===== src/rtl/dmem_arbiter.sv =====
// Two-port arbiter in front of a single-ported data memory (port 0 = CPU, port 1 = loader).
// Grants alternate on contention with a bounded hold length; read data is captured one cycle after the access.
module dmem_arbiter #(
    parameter int AW       = 32,
    parameter int DW       = 32,
    parameter int MAX_HOLD = 4      // legal range 1..15
) (
    input  logic          clk_i,
    input  logic          rst_i,

    input  logic          req0_i,
    input  logic          we0_i,
    input  logic [AW-1:0] addr0_i,
    input  logic [DW-1:0] wdata0_i,
    output logic          gnt0_o,
    output logic [DW-1:0] rdata0_o,
    output logic          rvalid0_o,

    input  logic          req1_i,
    input  logic          we1_i,
    input  logic [AW-1:0] addr1_i,
    input  logic [DW-1:0] wdata1_i,
    output logic          gnt1_o,
    output logic [DW-1:0] rdata1_o,
    output logic          rvalid1_o,

    output logic [AW-1:0] mem_addr_o,
    output logic [DW-1:0] mem_wdata_o,
    output logic          mem_read_o,
    output logic          mem_write_o,
    input  logic [DW-1:0] mem_rdata_i
);

    typedef enum logic [1:0] {
        IDLE = 2'd0,
        OWN0 = 2'd1,
        OWN1 = 2'd2
    } state_t;

    localparam logic [3:0] HOLD_LAST = 4'(MAX_HOLD - 1);

    state_t     state;
    state_t     state_nxt;
    logic [3:0] cnt;
    logic [3:0] cnt_nxt;
    logic       last_owner;
    logic       last_owner_nxt;

    logic       acc0;
    logic       acc1;
    logic       rd0;
    logic       rd1;

    // The owner has used up its hold budget with this access.
    function automatic logic hold_expired(input logic [3:0] c);
        return c == HOLD_LAST;
    endfunction

    assign acc0 = gnt0_o & req0_i;
    assign acc1 = gnt1_o & req1_i;
    assign rd0  = acc0 & ~we0_i;
    assign rd1  = acc1 & ~we1_i;

    assign mem_read_o  = rd0 | rd1;
    assign mem_write_o = (acc0 & we0_i) | (acc1 & we1_i);
    assign mem_addr_o  = acc0 ? addr0_i  : (acc1 ? addr1_i  : '0);
    assign mem_wdata_o = acc0 ? wdata0_i : (acc1 ? wdata1_i : '0);

    always_comb begin
        state_nxt      = state;
        cnt_nxt        = cnt;
        last_owner_nxt = last_owner;
        case (state)
            IDLE: begin
                cnt_nxt = 4'd0;
                // On contention the port that was not served last wins.
                if (req0_i && (!req1_i || last_owner)) begin
                    state_nxt = OWN0;
                end else if (req1_i) begin
                    state_nxt = OWN1;
                end
            end
            OWN0: begin
                if (req0_i) begin
                    last_owner_nxt = 1'b0;
                    if (hold_expired(cnt)) begin
                        cnt_nxt = 4'd0;
                        if (req1_i) begin
                            state_nxt = OWN1;
                        end
                    end else begin
                        cnt_nxt = cnt + 4'd1;
                    end
                end else begin
                    cnt_nxt   = 4'd0;
                    state_nxt = req1_i ? OWN1 : IDLE;
                end
            end
            OWN1: begin
                if (req1_i) begin
                    last_owner_nxt = 1'b1;
                    if (hold_expired(cnt)) begin
                        cnt_nxt = 4'd0;
                        if (req0_i) begin
                            state_nxt = OWN0;
                        end
                    end else begin
                        cnt_nxt = cnt + 4'd1;
                    end
                end else begin
                    cnt_nxt   = 4'd0;
                    state_nxt = req0_i ? OWN0 : IDLE;
                end
            end
            default: begin
                cnt_nxt   = 4'd0;
                state_nxt = IDLE;
            end
        endcase
    end

    // Grants are registered copies of the next state so they change only on the clock edge.
    always_ff @(posedge clk_i or posedge rst_i) begin
        if (rst_i) begin
            state      <= IDLE;
            cnt        <= 4'd0;
            last_owner <= 1'b1;
            gnt0_o     <= 1'b0;
            gnt1_o     <= 1'b0;
            rvalid0_o  <= 1'b0;
            rvalid1_o  <= 1'b0;
            rdata0_o   <= '0;
            rdata1_o   <= '0;
        end else begin
            state      <= state_nxt;
            cnt        <= cnt_nxt;
            last_owner <= last_owner_nxt;
            gnt0_o     <= (state_nxt == OWN0);
            gnt1_o     <= (state_nxt == OWN1);
            rvalid0_o  <= rd0;
            rvalid1_o  <= rd1;
            if (rd0) begin
                rdata0_o <= mem_rdata_i;
            end
            if (rd1) begin
                rdata1_o <= mem_rdata_i;
            end
        end
    end

endmodule

===== config.mk =====
export PLATFORM = sky130hd
export DESIGN_NAME = dmem_arbiter
export DESIGN_NICKNAME = d
export VERILOG_FILES = /design/src/rtl/dmem_arbiter.sv
export SDC_FILE = /design/constraint.sdc
export NUM_CORES = 1
export LEC_CHECK = 0
export BUFFER_PORTS_ARGS = -buffer_cell sky130_fd_sc_hd__buf_2
export CAP_MARGIN = 20
export CORE_AREA = 2 2 118 120
export DETAILED_ROUTE_END_ITERATION = 8
export DIE_AREA = 0 0 120 122
export GPL_ROUTABILITY_DRIVEN = 0
export HOLD_SLACK_MARGIN = 0.12
export PLACE_DENSITY_LB_ADDON = 0.1
export SETUP_SLACK_MARGIN = 0.3
export SYNTH_ARGS = -nofsm -noshare
export SYNTH_HDL_FRONTEND = slang
export SYNTH_SLANG_ARGS = --single-unit

===== constraint.sdc =====
create_clock -name clk_i -period 2.5 [get_ports clk_i]
set_clock_uncertainty 0.15 [all_clocks]
set_input_delay 0.5 -clock clk_i [delete_from_list [all_inputs] [get_ports clk_i]]
set_output_delay 0.5 -clock clk_i [all_outputs]
set_load 0.02 [all_outputs]

---- Word level (Yosys, flattened, before mapping) ----
Cells that the tools add are included.
operators by class
  add/subtract/negate cells ............... 1
  equality and inequality tests ........... 7
  multiplexer cells ....................... 21
  bitwise logic cells ..................... 10
  reduce and logical (&&, ||, !) cells .... 6
operator list
  cell                                            count
  two-way mux 32 bit                              4
  two-way mux 2 bit                               8
  two-way mux 4 bit                               3
  case mux 4 bit (2 select lines)                 1
  bitwise AND 1 bit                               6
  case mux 2 bit (3 select lines)                 1
  adder 4 x 1 -> 4 bit (second input constant)    1
  == test 2 x 1 -> 1 bit (second input constant)  2
  == test 2 bit (second input constant)           2
  == test 4 x 2 -> 1 bit (second input constant)  1
  inequality test 2 bit (second input constant)   2
  two-way mux 1 bit                               3
  AND reduction 3 bit                             1
  logical NOT 2 bit                               1
  inverter 1 bit                                  2
  OR 1 bit                                        2
  case mux 1 bit (2 select lines)                 1
  nonzero test 2 bit                              1
  logical AND 1 bit                               1
  logical NOT 1 bit                               1
  logical OR 1 bit                                1
storage, ports and cells
  flip-flop bits (word level) ............. 75
  output and inout port bits .............. 134
  word-level logic and storage cells ...... 54

---- Depth between registers and ports, before layout ----
Gate-level depths: netlist of run 1.
  depth after elaboration ................. 6
  gate-level depth with buffers ........... 8
  mapped depth without buffers ............ 6

---- Worst setup path before layout of run 1 ----
Ideal clock, no wire load.
  path type ............................... input port to output port
  start point ............................. in req0_i
  end point ............................... out mem_addr_o[10]
  data arrival time ....................... 1.550 ns
  data required time ...................... 1.850 ns
  setup slack ............................. 0.300 ns
  stages .................................. 5
  cell sequence ........................... and2_1 > clkbuf_1 > nor2_1 > buf_2 > a22o_1
between the ends
  word-level cells in the longest chain between the ends .. 2
ends and longest elaborated chain
  element             line  text
  start: declaration  11    input logic req0_i,
  bitwise AND 1 bit   59    assign acc0 = gnt0_o & req0_i;
  two-way mux 32 bit  66    assign mem_addr_o = acc0 ? addr0_i : (acc1 ? addr1_i : '0);
  end: declaration    27    output logic [AW-1:0] mem_addr_o,
Every way passes these cells.

---- Final worst setup path of run 1 ----
  start point ............................. reg gnt0_o
  end point ............................... out mem_addr_o[1]
between the ends
  word-level cells in the longest chain between the ends .. 2
ends and longest elaborated chain
  element                   line  text
  start: declaration        15    output logic gnt0_o,
  start signal: assignment  138   gnt0_o <= (state_nxt == OWN0);
  bitwise AND 1 bit         59
  two-way mux 32 bit        66
Every way passes these cells.

==> results of run 1 <==
==> kinds of logic after synthesis <==
kind of cell	count (synthesis)	share of synthesized area
buffers and inverters	33	0.0394
XOR/XNOR	2	0.00484
adder cells (fa/ha/maj)	5	0.0173
AO/OA/AOI/OAI	76	0.185
AND/OR/NAND/NOR	118	0.135
flip-flops	75	0.519
multiplexers	32	0.0995
==> worst max-delay path, cell delays in order (launching register included) <==
cell                        delay (ns)
sky130_fd_sc_hd__dfrtp_1          0.39
sky130_fd_sc_hd__and2_4           0.16
sky130_fd_sc_hd__nor2_4           0.20
sky130_fd_sc_hd__buf_12           0.17
sky130_fd_sc_hd__clkbuf_16        0.15
sky130_fd_sc_hd__a22o_1           0.14
sky130_fd_sc_hd__buf_6            0.12
==> layout by cell type, fill, tap and decap left out, drive strengths merged, types with 3 or more instances in the layout <==
cell | Yosys | routed
buf | 20 | 321
nand2 | 100 | 100
dfrtp | 74 | 74
a22o | 66 | 66
mux2 | 32 | 32
clkbuf | 6 | 13
inv | 7 | 7
nor2 | 6 | 6
ha | 5 | 5
bufinv | 0 | 3
==> timing repair <==
| action | 4_1_cts | 5_1_grt |
|---|---|---|
| cloned | 4 | 5 |
| hold buffers | 0 | 0 |
| setup endpoints to repair | 66 | 66 |
| resized for setup | 55 | 44 |
| pin swaps | 2 | 10 |
| buffers inserted | 3 | 6 |
==> flip-flops by register name, summed over array words and instances, names as in the netlist <==
register	count
rdata0_o	32
rdata1_o	32
cnt	4
state	2
gnt0_o	1
gnt1_o	1
last_owner	1
rvalid0_o	1
rvalid1_o	1
==> report_power, final <==
part / switching [W] / internal [W] / total (W)
Clock: 0.000521 / 0.000982 / 0.00150
Sequential: 0.000289 / 0.00177 / 0.00206
Combinational: 0.00193 / 0.00146 / 0.00338
==> metal layers <==
layer	up-vias	GRT usage	wire (um)
met3	11	0.0571	1210
met1	1842	0.198	5280
met5	-	0	0
met2	172	0.313	7490
li1	1836	-	-
met4	0	0.0426	159
==> final cells by class <==
class | count | area [um2]
clock buffer | 9 | 225
clock inverter | 7 | 124
fill | 1275 | 7180
inverter | 7 | 30.0
multi-input combinational | 233 | 1620
sequential | 75 | 1880
tap | 180 | 225
timing repair buffer | 326 | 2230
==> how the worst min path moves through the flow <==
stage                start          end  slack [ns]
detailed placement  cnt[0]       cnt[0]        0.30
CTS                  rst_i  rdata1_o[7]        0.12
finish               rst_i  rdata1_o[7]        0.11
global placement    cnt[0]       cnt[0]        0.29
floorplan           cnt[0]       cnt[0]        0.28
global route         rst_i  rdata1_o[7]        0.15
==> through the flow <==
stage	utilization	worst slack [ns]	hold WS [ns]	instances
floorplan	-	0.316	0.280	341
global route	0.468	0.113	0.154	837
CTS	0.445	0.178	0.121	826
detailed placement	0.398	0.178	0.304	803
finish	0.468	0.183	0.110	837
global placement	0.398	0.182	0.293	803
==> load_flow_metrics.sql, run 1 <==
INSERT INTO impl_metrics (metric_group, metric, value, unit) VALUES
('outcome', 'status', 'finished, final reports clean', ''),
('sta', 'grt_setup_unrepaired', 'yes', ''),
('global_routing', 'first_global_vias', '3632', ''),
('logic_synthesis', 'dominantRegCellSynth', 'sky130_fd_sc_hd__dfrtp_1', ''),
('logic_synthesis', 'syn-cell-area', '3620', 'um2'),
('sta', 'final.period_utilization', '0.927', ''),
('setup_path', 'critPathKind', 'flop to output pin', ''),
('route', 'dr.first_iter.drc_count', '124', ''),
('placed_design', 'detailedPlacementHpwl', '9.57', 'mm'),
('sta', 'maxSlewHeadroom', '0.557', ''),
('sta', 'setup_viol', '0', ''),
('logic_synthesis', 'netlist_instances', '341', ''),
('sta', 'drv_slew', '0', ''),
('route', 'final_antenna_net_count', '0', ''),
('sta', 'report.final.hold_viol_count', '0', ''),
('floorplanning', 'design.portCount', '300', ''),
('setup_path', 'timing.rr.start', 'state[1]', ''),
('route', 'routedWlPerCell', '16.9', 'um'),
('global_routing', 'largest_net_degree_at_the_start_of_global_routing', '34', ''),
('logic_synthesis', 'synthesis.yosys.warnings', '0', ''),
('floorplanning', 'std_cell_rows', '43', ''),
('sta', 'layout_min_cycle_time', '2.32', 'ns'),
('setup_path', 'startpoint_type', 'flop', ''),
('setup_path', 'crit_path_start', 'gnt0_o', ''),
('final_layout', 'area_growth', '74.7', '%'),
('route', 'viasPerCell', '4.61', ''),
('setup_path', 'worst-endpoint-arrival', '1.67', 'ns'),
('global_routing', 'globalRouteOverflowTotal', '0', ''),
('setup_path', 'setup.worst_path.end', 'mem_addr_o[1]', ''),
('placed_design', 'port_buffers', '299', ''),
('worst_hold_path', 'min-delay-path-class', 'input port to asynchronous set/reset pin', ''),
('clock_tree', 'deepest_clock_path_buffer_count', '2', ''),
('route', 'drt-total-wl', '14.1', 'mm'),
('logic_synthesis', 'synth_async_sr_flop_share', '1.00', ''),
('logic_synthesis', 'yosys-top-cells-area', 'sky130_fd_sc_hd__dfrtp_1, sky130_fd_sc_hd__a22o_1, sky130_fd_sc_hd__nand2_1', ''),
('logic_synthesis', 'synth_top_area_frac', '0.511', ''),
('route', 'routed-via-count', '3861', ''),
('global_routing', 'grt_pass1_wl', '19.7', 'mm'),
('power', 'p_leak', '3.46', 'nW'),
('floorplanning', 'start_util', '0.268', ''),
('logic_synthesis', 'synthTopCellsByCount', 'sky130_fd_sc_hd__nand2_1, sky130_fd_sc_hd__dfrtp_1, sky130_fd_sc_hd__a22o_1, sky130_fd_sc_hd__mux2_2, sky130_fd_sc_hd__buf_2', ''),
('logic_synthesis', 'synth_sequential_area_ratio', '0.519', ''),
('global_routing', 'grt_antenna_before_repair', '0', ''),
('power', 'vdd_drop_max', '0.644', 'mV'),
('final_layout', 'drive_above_1_share', '0.589', ''),
('clock_tree', 'clockRootBuffer', 'sky130_fd_sc_hd__clkbuf_16', ''),
('logic_synthesis', 'synth.net_count', '512', ''),
('floorplanning', 'die_x', '120', 'um'),
('clock_tree', 'worstSkewPairLatency', '0.33', 'ns'),
('setup_path', 'ff_to_ff_setup_slack', '0.46', 'ns'),
('sta', 'setup_total_negative_slack', '0', 'ns'),
('floorplanning', 'core', '13500', 'um2'),
('route', 'drc_errors', '0', ''),
('setup_path', 'path_max_fanout', '8', ''),
('clock_tree', 'path_clk_slew', '0.06', 'ns'),
('power', 'power', '0.00695', 'W'),
('floorplanning', 'dieArea', '14600', 'um2'),
('logic_synthesis', 'ys_ff_latch', '75', ''),
('setup_path', 'r2r-end', 'gnt0_o', ''),
('route', 'detail_route.first_pass.iterations', '4', ''),
('placed_design', 'postPlaceCellArea', '5370', 'um2'),
('global_routing', 'grt_use_total', '0.173', ''),
('clock_tree', 'tritoncts', 'yes', ''),
('setup_path', 'crit_path_end_kind', 'output pin', ''),
('power', 'power_density_relative_to_cell_area', '1100', 'nW/um2'),
('floorplanning', 'die-height', '122', 'um'),
('sta', 'worst-slew-pin-transition', '0.664', 'ns'),
('clock_tree', 'cts.htree.levels', '3', ''),
('logic_synthesis', 'syn-mean-instance-area', '10.6', 'um2'),
('logic_synthesis', 'yosys.cell_count.top_type', 'sky130_fd_sc_hd__nand2_1', ''),
('setup_path', 'logic_depth_of_the_worst_register_to_register_path', '6', ''),
('final_layout', 'post-route-cell-area', '6330', 'um2'),
('logic_synthesis', 'netlist.top_cell.by_area', 'sky130_fd_sc_hd__dfrtp_1', ''),
('clock_tree', 'cts_buffers', '9', ''),
('logic_synthesis', 'synthDistinctLibCells', '31', ''),
('clock_tree', 'number_of_clock_sinks', '75', ''),
('setup_path', 'timing.critical_path.required', '1.85', 'ns'),
('flow_run', 'max_cap_viol_count', '0', ''),
('final_layout', 'final_nets', '823', ''),
('logic_synthesis', 'synth_enable_flop_cells', '0', ''),
('sta', 'maxClockFrequency', '432', 'MHz'),
('final_layout', 'antenna_cells_inserted', '0', '');
No activity file was read; power rests on OpenSTA's default activity.
==> inputs of run 2 (changes only) <==
SETUP_SLACK_MARGIN = 0.2   (was 0.3)
==> run 2 against run 1 <==
Effect of this change:
- sequential power barely moved
- utilization shrank 2.4 points
- fmax up 0.29%
- sequential share of layout area is 1.6 points higher
- non-clock buffer count shrank 8
- global-route usage decreased by 0.68 points
- worst setup slack better by 0.0067 ns
- largest cell class unchanged
==> load_flow_metrics.sql, run 2 (synthesized netlist as in run 1, its figures left out) <==
INSERT INTO impl_metrics (metric_group, metric, value, unit) VALUES
('clock_tree', 'deepest_clock_path_buffer_count', '2', ''),
('sta', 'setup_viol', '0', ''),
('floorplanning', 'dieArea', '14600', 'um2'),
('route', 'detail_route.first_pass.iterations', '4', ''),
('sta', 'setup_total_negative_slack', '0', 'ns'),
('route', 'routedWlPerCell', '16.8', 'um'),
('route', 'drt-total-wl', '13.9', 'mm'),
('outcome', 'status', 'finished, final reports clean', ''),
('global_routing', 'globalRouteOverflowTotal', '0', ''),
('final_layout', 'biggestRegsByFlops', 'rdata0_o (32), rdata1_o (32), cnt (4)', ''),
('sta', 'grt_setup_unrepaired', 'yes', ''),
('clock_tree', 'number_of_clock_sinks', '75', ''),
('clock_tree', 'cts_buffers', '9', ''),
('route', 'routed-via-count', '3822', ''),
('route', 'dr.first_iter.drc_count', '183', ''),
('floorplanning', 'start_util', '0.268', ''),
('global_routing', 'grt_busiest_layer', 'met2', ''),
('clock_tree', 'cts.htree.levels', '3', ''),
('setup_path', 'path_max_fanout', '6', ''),
('power', 'power', '0.00655', 'W'),
('placed_design', 'detailedPlacementHpwl', '10.3', 'mm'),
('worst_hold_path', 'min-delay-path-class', 'input port to asynchronous set/reset pin', ''),
('final_layout', 'area_growth', '65.8', '%'),
('global_routing', 'grt_use_total', '0.167', ''),
('power', 'vdd_drop_max', '0.592', 'mV'),
('final_layout', 'layout.cells.most_common', 'sky130_fd_sc_hd__buf_2', ''),
('sta', 'layout_min_cycle_time', '2.31', 'ns'),
('floorplanning', 'core', '13500', 'um2'),
('placed_design', 'port_buffers', '299', ''),
('sta', 'worst-slew-pin-transition', '0.413', 'ns'),
('clock_tree', 'tritoncts', 'yes', ''),
('global_routing', 'largest_net_degree_at_the_start_of_global_routing', '76', ''),
('floorplanning', 'std_cell_rows', '43', ''),
('power', 'power_density_relative_to_cell_area', '1090', 'nW/um2'),
('global_routing', 'grt_antenna_before_repair', '2', ''),
('clock_tree', 'path_clk_slew', '0.06', 'ns'),
('final_layout', 'drive_above_1_share', '0.584', ''),
('floorplanning', 'die-height', '122', 'um'),
('final_layout', 'final_nets', '815', ''),
('setup_path', 'critPathKind', 'flop to output pin', ''),
('global_routing', 'globalRouteMet2Util', '0.300', ''),
('setup_path', 'crit_path_end_kind', 'output pin', ''),
('final_layout', 'layout.cells.most_common_list', 'sky130_fd_sc_hd__buf_2, sky130_fd_sc_hd__nand2_1, sky130_fd_sc_hd__dfrtp_1', ''),
('sta', 'maxClockFrequency', '433', 'MHz'),
('route', 'drc_errors', '0', ''),
('clock_tree', 'worstSkewPairLatency', '0.33', 'ns'),
('global_routing', 'first_global_vias', '3606', ''),
('flow_run', 'max_cap_viol_count', '0', ''),
('setup_path', 'worst-endpoint-arrival', '1.66', 'ns'),
('sta', 'maxSlewHeadroom', '0.725', ''),
('power', 'p_leak', '3.34', 'nW'),
('route', 'final_antenna_net_count', '0', ''),
('sta', 'final.period_utilization', '0.924', ''),
('global_routing', 'use_met1', '0.187', ''),
('sta', 'report.final.hold_viol_count', '0', ''),
('clock_tree', 'clockRootBuffer', 'sky130_fd_sc_hd__clkbuf_16', ''),
('floorplanning', 'die_x', '120', 'um'),
('sta', 'drv_slew', '0', ''),
('setup_path', 'startpoint_type', 'flop', ''),
('setup_path', 'timing.critical_path.required', '1.85', 'ns'),
('global_routing', 'grt_pass1_wl', '19.0', 'mm'),
('route', 'viasPerCell', '4.60', ''),
('clock_tree', 'ctsHoldBuffers', '0', ''),
('floorplanning', 'design.portCount', '300', ''),
('global_routing', 'grt_use_met3', '0.0520', '');
[run 2: changes by cell type in the layout (fill, tap and decap cells not counted), moves of 2 or more]
cell,previous run,this run
sky130_fd_sc_hd__buf_16,4,0
sky130_fd_sc_hd__buf_2,248,257
sky130_fd_sc_hd__buf_4,21,26
sky130_fd_sc_hd__buf_6,43,27
sky130_fd_sc_hd__bufinv_16,3,1
sky130_fd_sc_hd__clkinv_2,0,2
[run 2: worst paths after layout]
check	depth (start not counted)	from	to	slack, ns
max	6	gnt0_o	mem_addr_o[25]	0.19
min	3	rst_i	rdata1_o[3]	0.11
max reg2reg	5	cnt[0]	gnt1_o	0.46
min reg2reg	1	cnt[0]	cnt[0]	0.32
max in group asynchronous	3	rst_i	last_owner	1.75
min in group clk_i	3	mem_rdata_i[27]	rdata1_o[27]	0.23
[run 2: area by class of cell]
cell class                      count  area (um2)
Multi-Input combinational cell    233        1610
Inverter                            7        30.0
Tap cell                          180         225
Fill cell                        1356        7500
Sequential cell                    75        1880
Clock inverter                      7        73.8
Timing Repair Buffer              318        1960
Clock buffer                        9         225
Antenna cell                        1        2.50
[run 2: through the flow]
stage / instance area [um2] / hold WS, ns / utilization / setup slack [ns] / std cells
after global routing: 6000 / 0.152 / 0.445 / 0.135 / 830
after floorplan: 3620 / 0.280 / - / 0.300 / 341
after detailed placement: 5350 / 0.302 / 0.396 / 0.222 / 805
final: 6000 / 0.111 / 0.445 / 0.190 / 830
after global placement: 5350 / 0.294 / 0.396 / 0.252 / 805
after CTS: 5660 / 0.142 / 0.419 / 0.166 / 821
[run 2: layer usage]
metal | routed length [um] | up-vias
met5 | 13 | -
met4 | 147 | 2
met3 | 1090 | 13
met2 | 7380 | 157
met1 | 5310 | 1839
li1 | - | 1811
[run 2: power by group]
part / total, W / switching, W / internal, W
combinational: 0.00321 / 0.00188 / 0.00134
sequential: 0.00206 / 0.000285 / 0.00177
clock: 0.00128 / 0.000504 / 0.000777
total: 0.00655 / 0.00267 / 0.00389
[run 2: repair_timing]
| action | in CTS | in global routing |
|---|---|---|
| buffers inserted | 0 | 2 |
| cloned | 0 | 6 |
| setup endpoints to repair | 40 | 64 |
| pin swaps | 0 | 4 |
| resized for setup | 2 | 70 |
[run 2: worst max-delay path: stages, from the launching register on]
cell                        delay [ns]
sky130_fd_sc_hd__dfrtp_1          0.38
sky130_fd_sc_hd__and2_4           0.18
sky130_fd_sc_hd__nor2_4           0.18
sky130_fd_sc_hd__buf_12           0.17
sky130_fd_sc_hd__clkbuf_16        0.15
sky130_fd_sc_hd__a22o_1           0.15
sky130_fd_sc_hd__buf_6            0.12
==> inputs of run 3 (changes only) <==
CORE_AREA = 5 5 114 116   (was 2 2 118 120)
DIE_AREA = 0 0 119 121   (was 0 0 120 122)
GPL_ROUTABILITY_DRIVEN = 1   (was 0)
SETUP_SLACK_MARGIN = 0.4   (was 0.2)
==> run 3 against run 2 <==
Effect of this change:
- routed wire length up 5.7%
- die area down 1.6%
- worst setup slack better by 0.030 ns
- clock power about the same
- first-iteration DRC count down 12%
- sequential cell count unchanged
- combinational power up 2%
- cell count down 3.1%
- cell area up 0.46%
- non-clock buffer count up 8
- hold slack better by 0.014 ns
- critical path depth unchanged
==> load_flow_metrics.sql, run 3 (synthesized netlist as in run 1, its figures left out) <==
INSERT INTO impl_metrics (metric_group, metric, value, unit) VALUES
('clock_tree', 'number_of_clock_sinks', '75', ''),
('clock_tree', 'worstSkewPairLatency', '0.32', 'ns'),
('setup_path', 'crit_slowest_cell', 'sky130_fd_sc_hd__dfrtp_1', ''),
('floorplanning', 'start_util', '0.307', ''),
('clock_tree', 'tritoncts', 'yes', ''),
('floorplanning', 'die-height', '121', 'um'),
('clock_tree', 'cts_buffers', '9', ''),
('setup_path', 'startpoint_type', 'flop', ''),
('placed_design', 'detailedPlacementHpwl', '11.0', 'mm'),
('final_layout', 'area_growth', '66.6', '%'),
('global_routing', 'globalRouteOverflowTotal', '0', ''),
('global_routing', 'grt_pass1_wl', '20.9', 'mm'),
('floorplanning', 'dieArea', '14400', 'um2'),
('setup_path', 'cp_cell_sequence', 'and2_4 -> nor2_4 -> buf_12 -> buf_16 -> a22o_1 -> buf_6', ''),
('setup_path', 'path_max_fanout', '9', ''),
('sta', 'layout_min_cycle_time', '2.28', 'ns'),
('global_routing', 'grt_antenna_before_repair', '2', ''),
('setup_path', 'timing.critical_path.required', '1.85', 'ns'),
('route', 'dr.first_iter.drc_count', '161', ''),
('sta', 'maxSlewHeadroom', '0.545', ''),
('power', 'p_leak', '3.40', 'nW'),
('route', 'detail_route.first_pass.iterations', '4', ''),
('final_layout', 'drive_above_1_share', '0.588', ''),
('floorplanning', 'core', '11800', 'um2'),
('sta', 'worst-slew-pin-transition', '0.680', 'ns'),
('global_routing', 'largest_net_degree_at_the_start_of_global_routing', '43', ''),
('sta', 'maxClockFrequency', '439', 'MHz'),
('clock_tree', 'path_clk_slew', '0.05', 'ns'),
('setup_path', 'crit_path_end_kind', 'output pin', ''),
('clock_tree', 'cts.htree.levels', '3', ''),
('setup_path', 'worst-endpoint-arrival', '1.63', 'ns'),
('global_routing', 'first_global_vias', '3864', ''),
('final_layout', 'final_nets', '823', ''),
('sta', 'setup_total_negative_slack', '0', 'ns'),
('outcome', 'status', 'finished, final reports clean', ''),
('route', 'drt-total-wl', '14.7', 'mm'),
('route', 'viasPerCell', '4.80', ''),
('setup_path', 'logic_depth_of_the_worst_register_to_register_path', '6', ''),
('placed_design', 'placement.setup.worst_slack', '0.230', 'ns'),
('flow_run', 'max_cap_viol_count', '0', ''),
('placed_design', 'postPlaceCellArea', '5370', 'um2'),
('sta', 'report.final.hold_viol_count', '0', ''),
('setup_path', 'critical_path_max_stage_delay', '0.38', 'ns'),
('setup_path', 'r2r-end', 'gnt0_o', ''),
('placed_design', 'finalWeightedCongestion', '0.862', ''),
('power', 'vdd_drop_max', '0.720', 'mV'),
('setup_path', 'timing.rr.start', 'state[1]', ''),
('final_layout', 'biggestRegsByFlops', 'rdata0_o (32), rdata1_o (32), cnt (4)', ''),
('floorplanning', 'die_x', '119', 'um'),
('placed_design', 'port_buffers', '299', ''),
('worst_hold_path', 'min-delay-path-class', 'input port to asynchronous set/reset pin', ''),
('clock_tree', 'clockRootBuffer', 'sky130_fd_sc_hd__clkbuf_16', ''),
('sta', 'drv_slew', '0', ''),
('setup_path', 'ff_to_ff_setup_slack', '0.50', 'ns'),
('sta', 'final.period_utilization', '0.912', ''),
('route', 'routedWlPerCell', '18.3', 'um'),
('floorplanning', 'std_cell_rows', '40', ''),
('final_layout', 'multiInputGateArea', '1630', 'um2'),
('sta', 'worst_hold_slack', '0.125', 'ns'),
('clock_tree', 'ctsHoldBuffers', '0', ''),
('global_routing', 'grt_use_total', '0.184', ''),
('sta', 'final.setup.worst_slack', '0.220', 'ns'),
('setup_path', 'critPathKind', 'flop to output pin', ''),
('final_layout', 'seqCellArea', '1880', 'um2'),
('final_layout', 'layout.filler_cells', '1126', ''),
('power', 'power_density_relative_to_cell_area', '1100', 'nW/um2'),
('clock_tree', 'deepest_clock_path_buffer_count', '2', ''),
('final_layout', 'layout.cells.most_common_list', 'sky130_fd_sc_hd__buf_2, sky130_fd_sc_hd__nand2_1, sky130_fd_sc_hd__dfrtp_1', ''),
('sta', 'setup_viol', '0', ''),
('final_layout', 'post-route-cell-area', '6030', 'um2'),
('sta', 'grt_setup_unrepaired', 'yes', ''),
('floorplanning', 'design.portCount', '300', ''),
('final_layout', 'layout.cells.most_common', 'sky130_fd_sc_hd__buf_2', ''),
('final_layout', 'antenna_cells_inserted', '0', ''),
('route', 'routed-via-count', '3859', ''),
('route', 'drc_errors', '0', ''),
('route', 'final_antenna_net_count', '0', '');
==> run 3: changes by cell type in the layout (fill, tap and decap cells not counted), sizes merged <==
cell      change
buf           +8
clkinvlp      -1
clkinv        -3
inv           -2
diode         -1
clkbuf        +6
==> run 3: worst max path at each step <==
| stage | slack, ns | from | end | cells after the start |
|---|---|---|---|---|
| 6_report | 0.22 | gnt0_o | mem_addr_o[24] | 6 |
| 2_1_floorplan | 0.40 | req1_i | mem_read_o | 6 |
| 3_5_place_dp | 0.23 | req0_i | mem_addr_o[19] | 6 |
| 5_1_grt | 0.17 | gnt1_o | mem_wdata_o[15] | 5 |
| 3_3_place_gp | 0.26 | req0_i | mem_addr_o[19] | 6 |
| 4_1_cts | 0.23 | gnt0_o | mem_addr_o[0] | 6 |
==> run 3: layout make-up <==
type,instances,share of cell area
flip-flops and latches,75,0.312
well taps,147,0.0305
clock buffers,15,0.0461
multi-input cells,233,0.270
inverters,7,0.00498
clock inverters,1,0.00498
repair buffers,326,0.332
==> run 3: where the power goes <==
group	switching, W	internal [W]	leakage [nW]
Combinational	0.00192	0.00134	2.32
Clock	0.000445	0.000855	0.150
Sequential	0.000290	0.00178	0.931
==> run 3: critical path: cells and delay by family, from the launching register on <==
| kind | cells | cell delay, ns |
|---|---|---|
| compound gates | 1 | 0.17 |
| buf+inv | 3 | 0.42 |
| flops | 1 | 0.38 |
| simple gates | 2 | 0.33 |
==> run 3: metal layers <==
layer | share of wire | wire length, um | global-route usage | vias to the layer above
met3 | 0.10 | 1490 | 0.0737 | 27
met4 | 0.019 | 280 | 0.0572 | 4
li1 | - | - | - | 1829
met1 | 0.36 | 5280 | 0.206 | 1806
met5 | 0.0025 | 37 | 0 | -
met2 | 0.52 | 7650 | 0.322 | 193
==> run 3: through the flow <==
| step | util | std cells | total power [W] |
|---|---|---|---|
| after global routing | 0.511 | 804 | 0.00701 |
| after CTS | 0.493 | 795 | 0.00658 |
| after floorplan | - | 341 | 0.00394 |
| final | 0.511 | 804 | 0.00663 |
| after detailed placement | 0.454 | 775 | 0.00513 |
| after global placement | 0.454 | 775 | 0.00510 |
==> run 3: repair_timing <==
item / in CTS / in global routing
setup buffers: 2 / 4
endpoints found under the setup margin: 66 / 67
pin swaps: 3 / 1
gates cloned: 2 / 5
gates resized for setup: 26 / 23
hold endpoints to repair: 0 / 0
